===== config.mk =====
export PLATFORM = sky130hd
export DESIGN_NAME = suma_pf_ctrl
export DESIGN_NICKNAME = d
export VERILOG_FILES = /design/src/rtl/suma_pf_ctrl.sv
export SDC_FILE = /design/constraint.sdc
export NUM_CORES = 1
export LEC_CHECK = 0
export ABC_AREA = 0
export BUFFER_PORTS_ARGS = -buffer_cell sky130_fd_sc_hd__buf_2
export CAP_MARGIN = 20
export CELL_PAD_IN_SITES_DETAIL_PLACEMENT = 1
export CELL_PAD_IN_SITES_GLOBAL_PLACEMENT = 1
export CORE_MARGIN = 3
export CORE_UTILIZATION = 51
export DETAILED_ROUTE_END_ITERATION = 8
export PLACE_DENSITY = 0.95
export SLEW_MARGIN = 30
export SYNTH_ARGS = -nofsm -noshare
export SYNTH_HDL_FRONTEND = slang
export SYNTH_SLANG_ARGS = --single-unit

===== constraint.sdc =====
create_clock -name clk -period 14.8 [get_ports clk]
set_clock_uncertainty 0.15 [all_clocks]
set_input_delay 1.48 -clock clk [delete_from_list [all_inputs] [get_ports clk]]
set_output_delay 1.48 -clock clk [all_outputs]
set_load 0.01 [all_outputs]

===== src/rtl/suma_pf_ctrl.sv =====
// suma_pf_ctrl: multi-cycle IEEE-754 single-precision adder sequencer.
// One 25-bit adder and one-bit-per-clock shifts are reused across the
// SWAP / ALIGN / ADD / NORM steps. Denormals flush to zero and
// rounding is truncation.
module suma_pf_ctrl #(
  parameter int ALIGN_LIMIT = 25
) (
  input  logic        clk,
  input  logic        rst,
  input  logic        in_valid,
  output logic        in_ready,
  input  logic [31:0] a_in,
  input  logic [31:0] b_in,
  output logic        out_valid,
  input  logic        out_ready,
  output logic [31:0] sum_out,
  output logic        busy
);

  localparam int DW = $clog2(ALIGN_LIMIT + 1);
  localparam logic [7:0]    LIMIT_EXP = 8'(ALIGN_LIMIT);
  localparam logic [DW-1:0] LIMIT_CNT = DW'(ALIGN_LIMIT);
  localparam logic [DW-1:0] ONE_CNT   = DW'(1);

  typedef enum logic [2:0] {
    IDLE  = 3'd0,
    SWAP  = 3'd1,
    ALIGN = 3'd2,
    ADD   = 3'd3,
    NORM  = 3'd4,
    DONE  = 3'd5
  } state_t;

  // Registered state
  state_t        state_r;
  logic [31:0]   opA_r, opB_r;
  logic          signL_r, signS_r;
  logic [7:0]    expL_r;
  logic [23:0]   mantL_r, mantS_r;
  logic [DW-1:0] dCnt_r;
  logic [24:0]   resMant_r;
  logic [7:0]    resExp_r;
  logic [31:0]   sumOut_r;
  logic          outValid_r, inReady_r, busy_r;

  // Next-state values
  state_t        stateNxt_s;
  logic [31:0]   opANxt_s, opBNxt_s;
  logic          signLNxt_s, signSNxt_s;
  logic [7:0]    expLNxt_s;
  logic [23:0]   mantLNxt_s, mantSNxt_s;
  logic [DW-1:0] dCntNxt_s;
  logic [24:0]   resMantNxt_s;
  logic [7:0]    resExpNxt_s;
  logic [31:0]   sumOutNxt_s;
  logic          outValidNxt_s;

  // Operand decode: exponent 0 means zero (no hidden bit)
  logic [7:0]  expA_s, expB_s;
  logic [23:0] mantA_s, mantB_s;
  logic        aFirst_s;
  logic [7:0]  expDiff_s;
  logic [24:0] addRes_s;
  logic [7:0]  expInc_s, expDec_s;
  logic        inSpecial_s;

  assign expA_s    = opA_r[30:23];
  assign expB_s    = opB_r[30:23];
  assign mantA_s   = (expA_s == 8'd0) ? 24'd0 : {1'b1, opA_r[22:0]};
  assign mantB_s   = (expB_s == 8'd0) ? 24'd0 : {1'b1, opB_r[22:0]};
  // A goes first when it has the larger exponent, or equal exponent and
  // a mantissa at least as large, so mantL >= mantS after alignment.
  assign aFirst_s  = (expA_s > expB_s) || ((expA_s == expB_s) && (mantA_s >= mantB_s));
  assign expDiff_s = aFirst_s ? (expA_s - expB_s) : (expB_s - expA_s);
  // Shared 25-bit adder; ordering guarantees the subtraction never wraps.
  assign addRes_s  = (signL_r == signS_r) ? ({1'b0, mantL_r} + {1'b0, mantS_r})
                                          : ({1'b0, mantL_r} - {1'b0, mantS_r});
  assign expInc_s  = resExp_r + 8'd1;
  assign expDec_s  = resExp_r - 8'd1;
  assign inSpecial_s = (a_in[30:23] == 8'hFF) || (b_in[30:23] == 8'hFF);

  // Next-state and datapath control for the sequencer
  always_comb begin
    stateNxt_s    = state_r;
    opANxt_s      = opA_r;
    opBNxt_s      = opB_r;
    signLNxt_s    = signL_r;
    signSNxt_s    = signS_r;
    expLNxt_s     = expL_r;
    mantLNxt_s    = mantL_r;
    mantSNxt_s    = mantS_r;
    dCntNxt_s     = dCnt_r;
    resMantNxt_s  = resMant_r;
    resExpNxt_s   = resExp_r;
    sumOutNxt_s   = sumOut_r;
    outValidNxt_s = outValid_r;
    case (state_r)
      IDLE: begin
        if (in_valid) begin
          opANxt_s = a_in;
          opBNxt_s = b_in;
          if (inSpecial_s) begin
            // Inf/NaN operand is passed straight through
            sumOutNxt_s   = (a_in[30:23] == 8'hFF) ? a_in : b_in;
            outValidNxt_s = 1'b1;
            stateNxt_s    = DONE;
          end else begin
            stateNxt_s = SWAP;
          end
        end else begin
          stateNxt_s = IDLE;
        end
      end
      SWAP: begin
        signLNxt_s = aFirst_s ? opA_r[31] : opB_r[31];
        signSNxt_s = aFirst_s ? opB_r[31] : opA_r[31];
        expLNxt_s  = aFirst_s ? expA_s : expB_s;
        mantLNxt_s = aFirst_s ? mantA_s : mantB_s;
        mantSNxt_s = aFirst_s ? mantB_s : mantA_s;
        if (expDiff_s > LIMIT_EXP) begin
          dCntNxt_s = LIMIT_CNT;
        end else begin
          dCntNxt_s = expDiff_s[DW-1:0];
        end
        if (expDiff_s != 8'd0) begin
          stateNxt_s = ALIGN;
        end else begin
          stateNxt_s = ADD;
        end
      end
      ALIGN: begin
        mantSNxt_s = {1'b0, mantS_r[23:1]};
        dCntNxt_s  = dCnt_r - ONE_CNT;
        if (dCnt_r == ONE_CNT) begin
          stateNxt_s = ADD;
        end else begin
          stateNxt_s = ALIGN;
        end
      end
      ADD: begin
        resMantNxt_s = addRes_s;
        resExpNxt_s  = expL_r;
        if (addRes_s == 25'd0) begin
          sumOutNxt_s   = 32'h0000_0000;
          outValidNxt_s = 1'b1;
          stateNxt_s    = DONE;
        end else if (addRes_s[24] || !addRes_s[23]) begin
          stateNxt_s = NORM;
        end else begin
          sumOutNxt_s   = {signL_r, expL_r, addRes_s[22:0]};
          outValidNxt_s = 1'b1;
          stateNxt_s    = DONE;
        end
      end
      NORM: begin
        if (resMant_r[24]) begin
          // Carry out: one right shift always normalizes
          resMantNxt_s  = {1'b0, resMant_r[24:1]};
          resExpNxt_s   = expInc_s;
          outValidNxt_s = 1'b1;
          stateNxt_s    = DONE;
          if (expInc_s == 8'hFF) begin
            sumOutNxt_s = {signL_r, 8'hFF, 23'd0};
          end else begin
            sumOutNxt_s = {signL_r, expInc_s, resMant_r[23:1]};
          end
        end else begin
          resMantNxt_s = {resMant_r[23:0], 1'b0};
          resExpNxt_s  = expDec_s;
          if (expDec_s == 8'd0) begin
            // Result would be denormal: flush to +0
            sumOutNxt_s   = 32'h0000_0000;
            outValidNxt_s = 1'b1;
            stateNxt_s    = DONE;
          end else if (resMant_r[22]) begin
            sumOutNxt_s   = {signL_r, expDec_s, resMant_r[21:0], 1'b0};
            outValidNxt_s = 1'b1;
            stateNxt_s    = DONE;
          end else begin
            stateNxt_s = NORM;
          end
        end
      end
      DONE: begin
        if (out_ready) begin
          outValidNxt_s = 1'b0;
          stateNxt_s    = IDLE;
        end else begin
          stateNxt_s = DONE;
        end
      end
      default: begin
        outValidNxt_s = 1'b0;
        stateNxt_s    = IDLE;
      end
    endcase
  end

  // State and datapath registers; handshake outputs are registered
  always_ff @(posedge clk or posedge rst) begin
    if (rst) begin
      state_r    <= IDLE;
      opA_r      <= 32'd0;
      opB_r      <= 32'd0;
      signL_r    <= 1'b0;
      signS_r    <= 1'b0;
      expL_r     <= 8'd0;
      mantL_r    <= 24'd0;
      mantS_r    <= 24'd0;
      dCnt_r     <= '0;
      resMant_r  <= 25'd0;
      resExp_r   <= 8'd0;
      sumOut_r   <= 32'd0;
      outValid_r <= 1'b0;
      inReady_r  <= 1'b1;
      busy_r     <= 1'b0;
    end else begin
      state_r    <= stateNxt_s;
      opA_r      <= opANxt_s;
      opB_r      <= opBNxt_s;
      signL_r    <= signLNxt_s;
      signS_r    <= signSNxt_s;
      expL_r     <= expLNxt_s;
      mantL_r    <= mantLNxt_s;
      mantS_r    <= mantSNxt_s;
      dCnt_r     <= dCntNxt_s;
      resMant_r  <= resMantNxt_s;
      resExp_r   <= resExpNxt_s;
      sumOut_r   <= sumOutNxt_s;
      outValid_r <= outValidNxt_s;
      inReady_r  <= (stateNxt_s == IDLE);
      busy_r     <= (stateNxt_s != IDLE);
    end
  end

  assign in_ready  = inReady_r;
  assign out_valid = outValid_r;
  assign sum_out   = sumOut_r;
  assign busy      = busy_r;

endmodule


-- Yosys cells after proc, flatten, opt, wreduce, memory -nomap -nowiden
Cells that the tools add are included.
- add/subtract/negate cells: 7
- shifts and indexed selects: 0
- $mul: 0
- reduce and logical (&&, ||, !) cells: 20
- div/mod/pow operators: 0
- bitwise operators: 1
- order comparisons: 3
- equal/unequal tests: 16
- mux-type cells: 46
- operator list (kind ; count):
    $mux 32 ; 8
    $mux 24 ; 4
    $pmux 32 s3 ; 1
    $mux 25 ; 2
    $pmux 25 s2 ; 1
    $pmux 24 s2 ; 1
    $mux 31 ; 1
    $add 24x24->25 ; 1
    $logic_not 25->1 ; 1
    $sub 24x24->25 ; 1
    $eq 8x8->1 const B ; 3
    $ge 24x24->1 ; 1
    $logic_not 8->1 ; 3
    $mux 8 ; 3
    $pmux 3 s6 ; 1
    $mux 1 ; 17
    $pmux 8 s2 ; 1
    $sub 8x8->8 ; 2
    $pmux 5 s2 ; 1
    $mux 3 ; 3
    $add 8x1->8 const B ; 1
    $eq 8x8->1 ; 1
    $gt 8x5->1 const B ; 1
    $gt 8x8->1 ; 1
    24 further kinds ; 33
- input bits: 68
- latch bits: 0
- output and inout bits: 35
- memories: 0
- logic and storage cells: 108
- bits in registers: 198
- ROM bits: 0
- bits in writable memories: 0

-- Depth between registers and ports, before layout
- word-level depth: 10
- gate-level depth with buffers: 21
- mapped depth without buffers: 19

-- Least setup slack after synthesis
OpenSTA, ideal clock, no wires.
- path kind: reg2reg
- start: register mantS_r[2]
- end: register sumOut_r[12] (netlist: sum_out[12])
- library setup time: 0.127 ns
- clock period less this slack: 5.093 ns
- path buffers: 1
- data arrival time: 4.816 ns
- cell stages (with the launch flop): 21
- data required time: 14.523 ns
- path slack: 9.707 ns
- path through: dfrtp_1 nor3_1 nand3_1 or2_2 or3_1 or4_1 nor2_1 a21oi_1 xor2_1 ha_1 nand2_1 a2bb2oi_1 o211a_1 o32a_1 nand3_1 a2111oi_0 or4b_4 a21oi_2 a21o_4 buf_6 mux2_1
- word-level cells in the longest chain between the ends: 6
- elaborated cells on any way between the ends: 11
- classes of those cells: 2 x add/sub; 1 x eq/ne; 4 x mux; 4 x reduce/logical
- RTL lines (what ; line ; text):
    start, declared ; 39 ; logic [23:0] mantL_r, mantS_r;
    start signal, assigned ; 225 ; mantS_r <= mantSNxt_s;
    $sub 24x24->25 or $add 24x24->25 (tied branches) ; 77, 76 ;
    $mux 25 (*) ; 76 ; assign addRes_s = (signL_r == signS_r) ? ({1'b0, mantL_r} + {1'b0, mantS_r})
    branches (longest 4 deep; another with $logic_not 25->1) ; - ;
    end signal, assigned ; 229 ; sumOut_r <= sumOutNxt_s;
    end, declared ; 43 ; logic [31:0] sumOut_r;
Mark *: on every way between the ends. The select of a mux whose other input is x is not followed.
A chain may end at the register's enable or synchronous reset.

-- Worst setup path in the final report
- start: register mantS_r[2]
- end: register sumOut_r[9] (netlist: sum_out[9])
The elaborated chain is that of the path after synthesis.

==> summary.txt <==
Run status
  • Status: finished clean

Floorplan
  • Die area: 28500 um^2
  • Die span in x: 169 um
  • I/O Pins: 103
  • Num rows: 58
  • Initial Util: 52.8%
  • Die Y: 169 um
  • Core Box Area: 25600 um^2

Route
  • DRC violations left: 0
  • TritonRoute pass-1 iters: 6
  • Final ANT Viol Nets: 0
  • Total vias in the final route: 12998
  • Total wire length: 49100 um
  • DR WL/cell: 25.9 um
  • Post-DR vias/cell: 6.84
  • Iter 0 DRT Violations: 1282

Clock tree
  • CTS tree: built
  • Cts hold-fix bufs: 0
  • Clk slew on worst S/H paths: 0.08 ns
  • Clock Path Buffers: 2
  • Postcts setup bufs: 0
  • Root buffer cell: clkbuf_16
  • Worst-skew pair later-pin latency: 0.48 ns
  • Cts repair resizes: 0
  • TritonCTS sink count: 198
  • H-tree Lvls: 4
  • CTS Buf Count: 17

Synth
  • Sequential area share after synthesis: 36.6%
  • Top_reg_cell synth: dfrtp_1
  • Mapped Avg Cell Area: 8.97 um^2
  • Post-synthesis async set-or-reset flop share: 100%
  • Synth warn: 0
  • Count of cell types in the netlist: 78
  • FF+latch count, synth: 198
  • Cell count after synthesis: 1507
  • Post-synth EDFFs: 0
  • Syn nets: 1650
  • Cell area after synthesis: 13500 um^2

Final layout
  • Leading cell type in the layout, fill and taps excluded: dfrtp_1
  • NumNets Final: 1699
  • Share of cells above drive strength 1: 15.2%
  • Layout area overhead: 10.2%
  • # fillers: 2969
  • Most frequent cells in the layout: 197 x dfrtp_1, 175 x nand2_1, 136 x o21ai_0, 102 x buf_2, 89 x a21oi_1

Critical path
  • Critical path startpoint: mantS_r[2]
  • R2R Setup Slk: 8.52 ns
  • Cells on worst reg2reg path: 19
  • Endpoint class of the critical path: flip-flop
  • Crit Path Class: reg2reg
  • CP Max Fanout: 32
  • RR Endpoint: sum_out[9]
  • Slowest CP cell: or4b_4
  • CP max stage delay: 0.58 ns
  • Req. time, crit path: 15.00 ns
  • Worst path most repeated cell: nand3_1
  • CP endpoint: sum_out[9]
  • Worst Path Arrival: 6.48 ns
  • Worst-path cell chain: nor3_1, nand3_1, or2_2, or3_1, or4_1, nor2_1, a21oi_1, xor2_1, ha_1, nand2_1, a2bb2oi_1, o211a_1, o32a_1, nand3_1, a2111oi_0, or4b_4, a21oi_2, a21o_4, mux2_1
  • FF-to-FF Start: mantS_r[2]
  • Worst setup SP type: flip-flop

Timing
  • Sum Neg Setup Slack: 0 ns
  • Worst setup margin: 8.52 ns
  • Achievable Freq: 159 MHz
  • Final min period: 6.28 ns
  • Final setup vio count: 0
  • RSZ-0062 raised after global routing: no
  • Slew margin rel.: 36.5%
  • Period utilisation layout: 42.5%
  • Final Hold Viols: 0
  • Worst Tran Pin Value: 0.951 ns
  • Max Slew Vio Count: 0

Placed design
  • DP HPWL: 33800 um
  • Placement Setup Slack: 8.75 ns
  • Port-buffer cells: 102
  • Final GP Congestion: 0.923

Global route
  • Initial antenna violation count: 1
  • Global-route wire length before repair: 77000 um
  • Number of global-route vias before repair: 13582
  • Grt ovf: 0
  • All-Layer GR Usage: 34.4%
  • Largest net degree at the start of global routing: 118

Job
  • Max-cap viol count: 0

Hold path
  • Hold Path Class: reg2reg
-- stage by stage --
step | std cells | util [%] | area [um^2] | hold WS (ns)
after floorplan | 1507 | - | 13500 | 0.300
final | 1900 | 58.2 | 14900 | 0.340
after detailed placement | 1867 | 55.8 | 14300 | 0.324
after global routing | 1899 | 58.2 | 14900 | 0.363
after CTS | 1899 | 58.2 | 14900 | 0.343
after global placement | 1867 | 55.7 | 14300 | 0.315
-- area by class of cell --
type	instances	area [um^2]	area share, %
timing repair buffer	119	642	4.31
clock inverter	15	195	1.31
antenna	1	2.50	0.0168
multi-input combinational	1175	8100	54.3
clock buffer	17	425	2.85
inverter	45	176	1.18
sequential	198	4960	33.2
tap	330	413	2.77
-- worst min path at each step --
stage | startpoint | endpoint | slack, ns | cells past startpoint
2_1_floorplan | expL_r[0] | expL_r[0] | 0.30 | 2
3_3_place_gp | sum_out[3] | sum_out[3] | 0.32 | 1
3_5_place_dp | sum_out[14] | sum_out[14] | 0.32 | 1
4_1_cts | sum_out[14] | sum_out[14] | 0.34 | 1
5_1_grt | sum_out[14] | sum_out[14] | 0.36 | 1
6_report | sum_out[6] | sum_out[6] | 0.34 | 1
-- registers in the layout, summed over array words and instances, names as in the netlist, 3 cells and up --
name       cells
opA_r         32
opB_r         32
sum_out       32
resMant_r     25
mantL_r       24
mantS_r       24
expL_r         8
resExp_r       8
dCnt_r         5
state_r        3
-- Yosys cell counts (4+ instances only) --
library cell	instances	area, um^2
dfrtp_1	197	4930
nand2_1	175	657
o21ai_0	136	681
a21oi_1	89	445
nor2_1	75	282
ha_1	72	901
clkbuf_1	70	263
mux2_2	56	631
mux2i_1	54	541
a22oi_1	49	368
inv_1	45	169
nand3_1	36	180
nor2b_1	34	213
a31oi_1	30	188
mux2_1	30	338
and2_1	29	181
o211ai_1	29	218
xor2_1	26	228
xnor2_1	20	175
nor3_1	19	95.1
a21o_1	16	120
o21a_1	16	120
or3_1	15	93.8
o221ai_1	14	123
nand4_1	13	81.3
nand2b_1	12	75.1
buf_2	11	55.1
nor4_1	11	68.8
a211oi_1	9	67.6
and3_1	8	50.1
o22ai_1	8	50.1
and4_1	7	61.3
o21ai_1	5	25.0
o31ai_1	5	37.5
a2111oi_0	4	35.0
a211o_1	4	35.0
a221o_1	4	40.0
buf_1	4	15.0
o211a_1	4	40.0
-- routing by layer --
metal | vias up | wire (um) | track usage (%) | part of all wire, %
met3 | 187 | 3250 | 5.46 | 6.6
met1 | 6544 | 18600 | 41.1 | 38
met2 | 663 | 23900 | 57.5 | 49
met4 | 2 | 3380 | 22.4 | 6.9
li1 | 5602 | - | - | -
met5 | - | 12 | 0 | 0.024
-- critical path, delay by kind of cell, from the launching register on --
kind	cells	cell delay, ns
compound gates	7	1.89
xor+xnor	1	0.18
fa+ha+maj	1	0.38
flops	1	0.46
mux	1	0.38
simple gates	9	2.69
-- logic make-up after synthesis --
family	share of synthesized area, %
DFF	36.6
muxes	11.2
AOI/OAI and AO/OA	21.9
xor gates and xnor gates	2.98
buffers and inverters	4.02
and+or+nand+nor	16.2
adders and majority gates	7.11
Power is left out: the tool's default activity adds up to more than one toggle a clock period on the data nets, which glitch-free logic cannot reach.
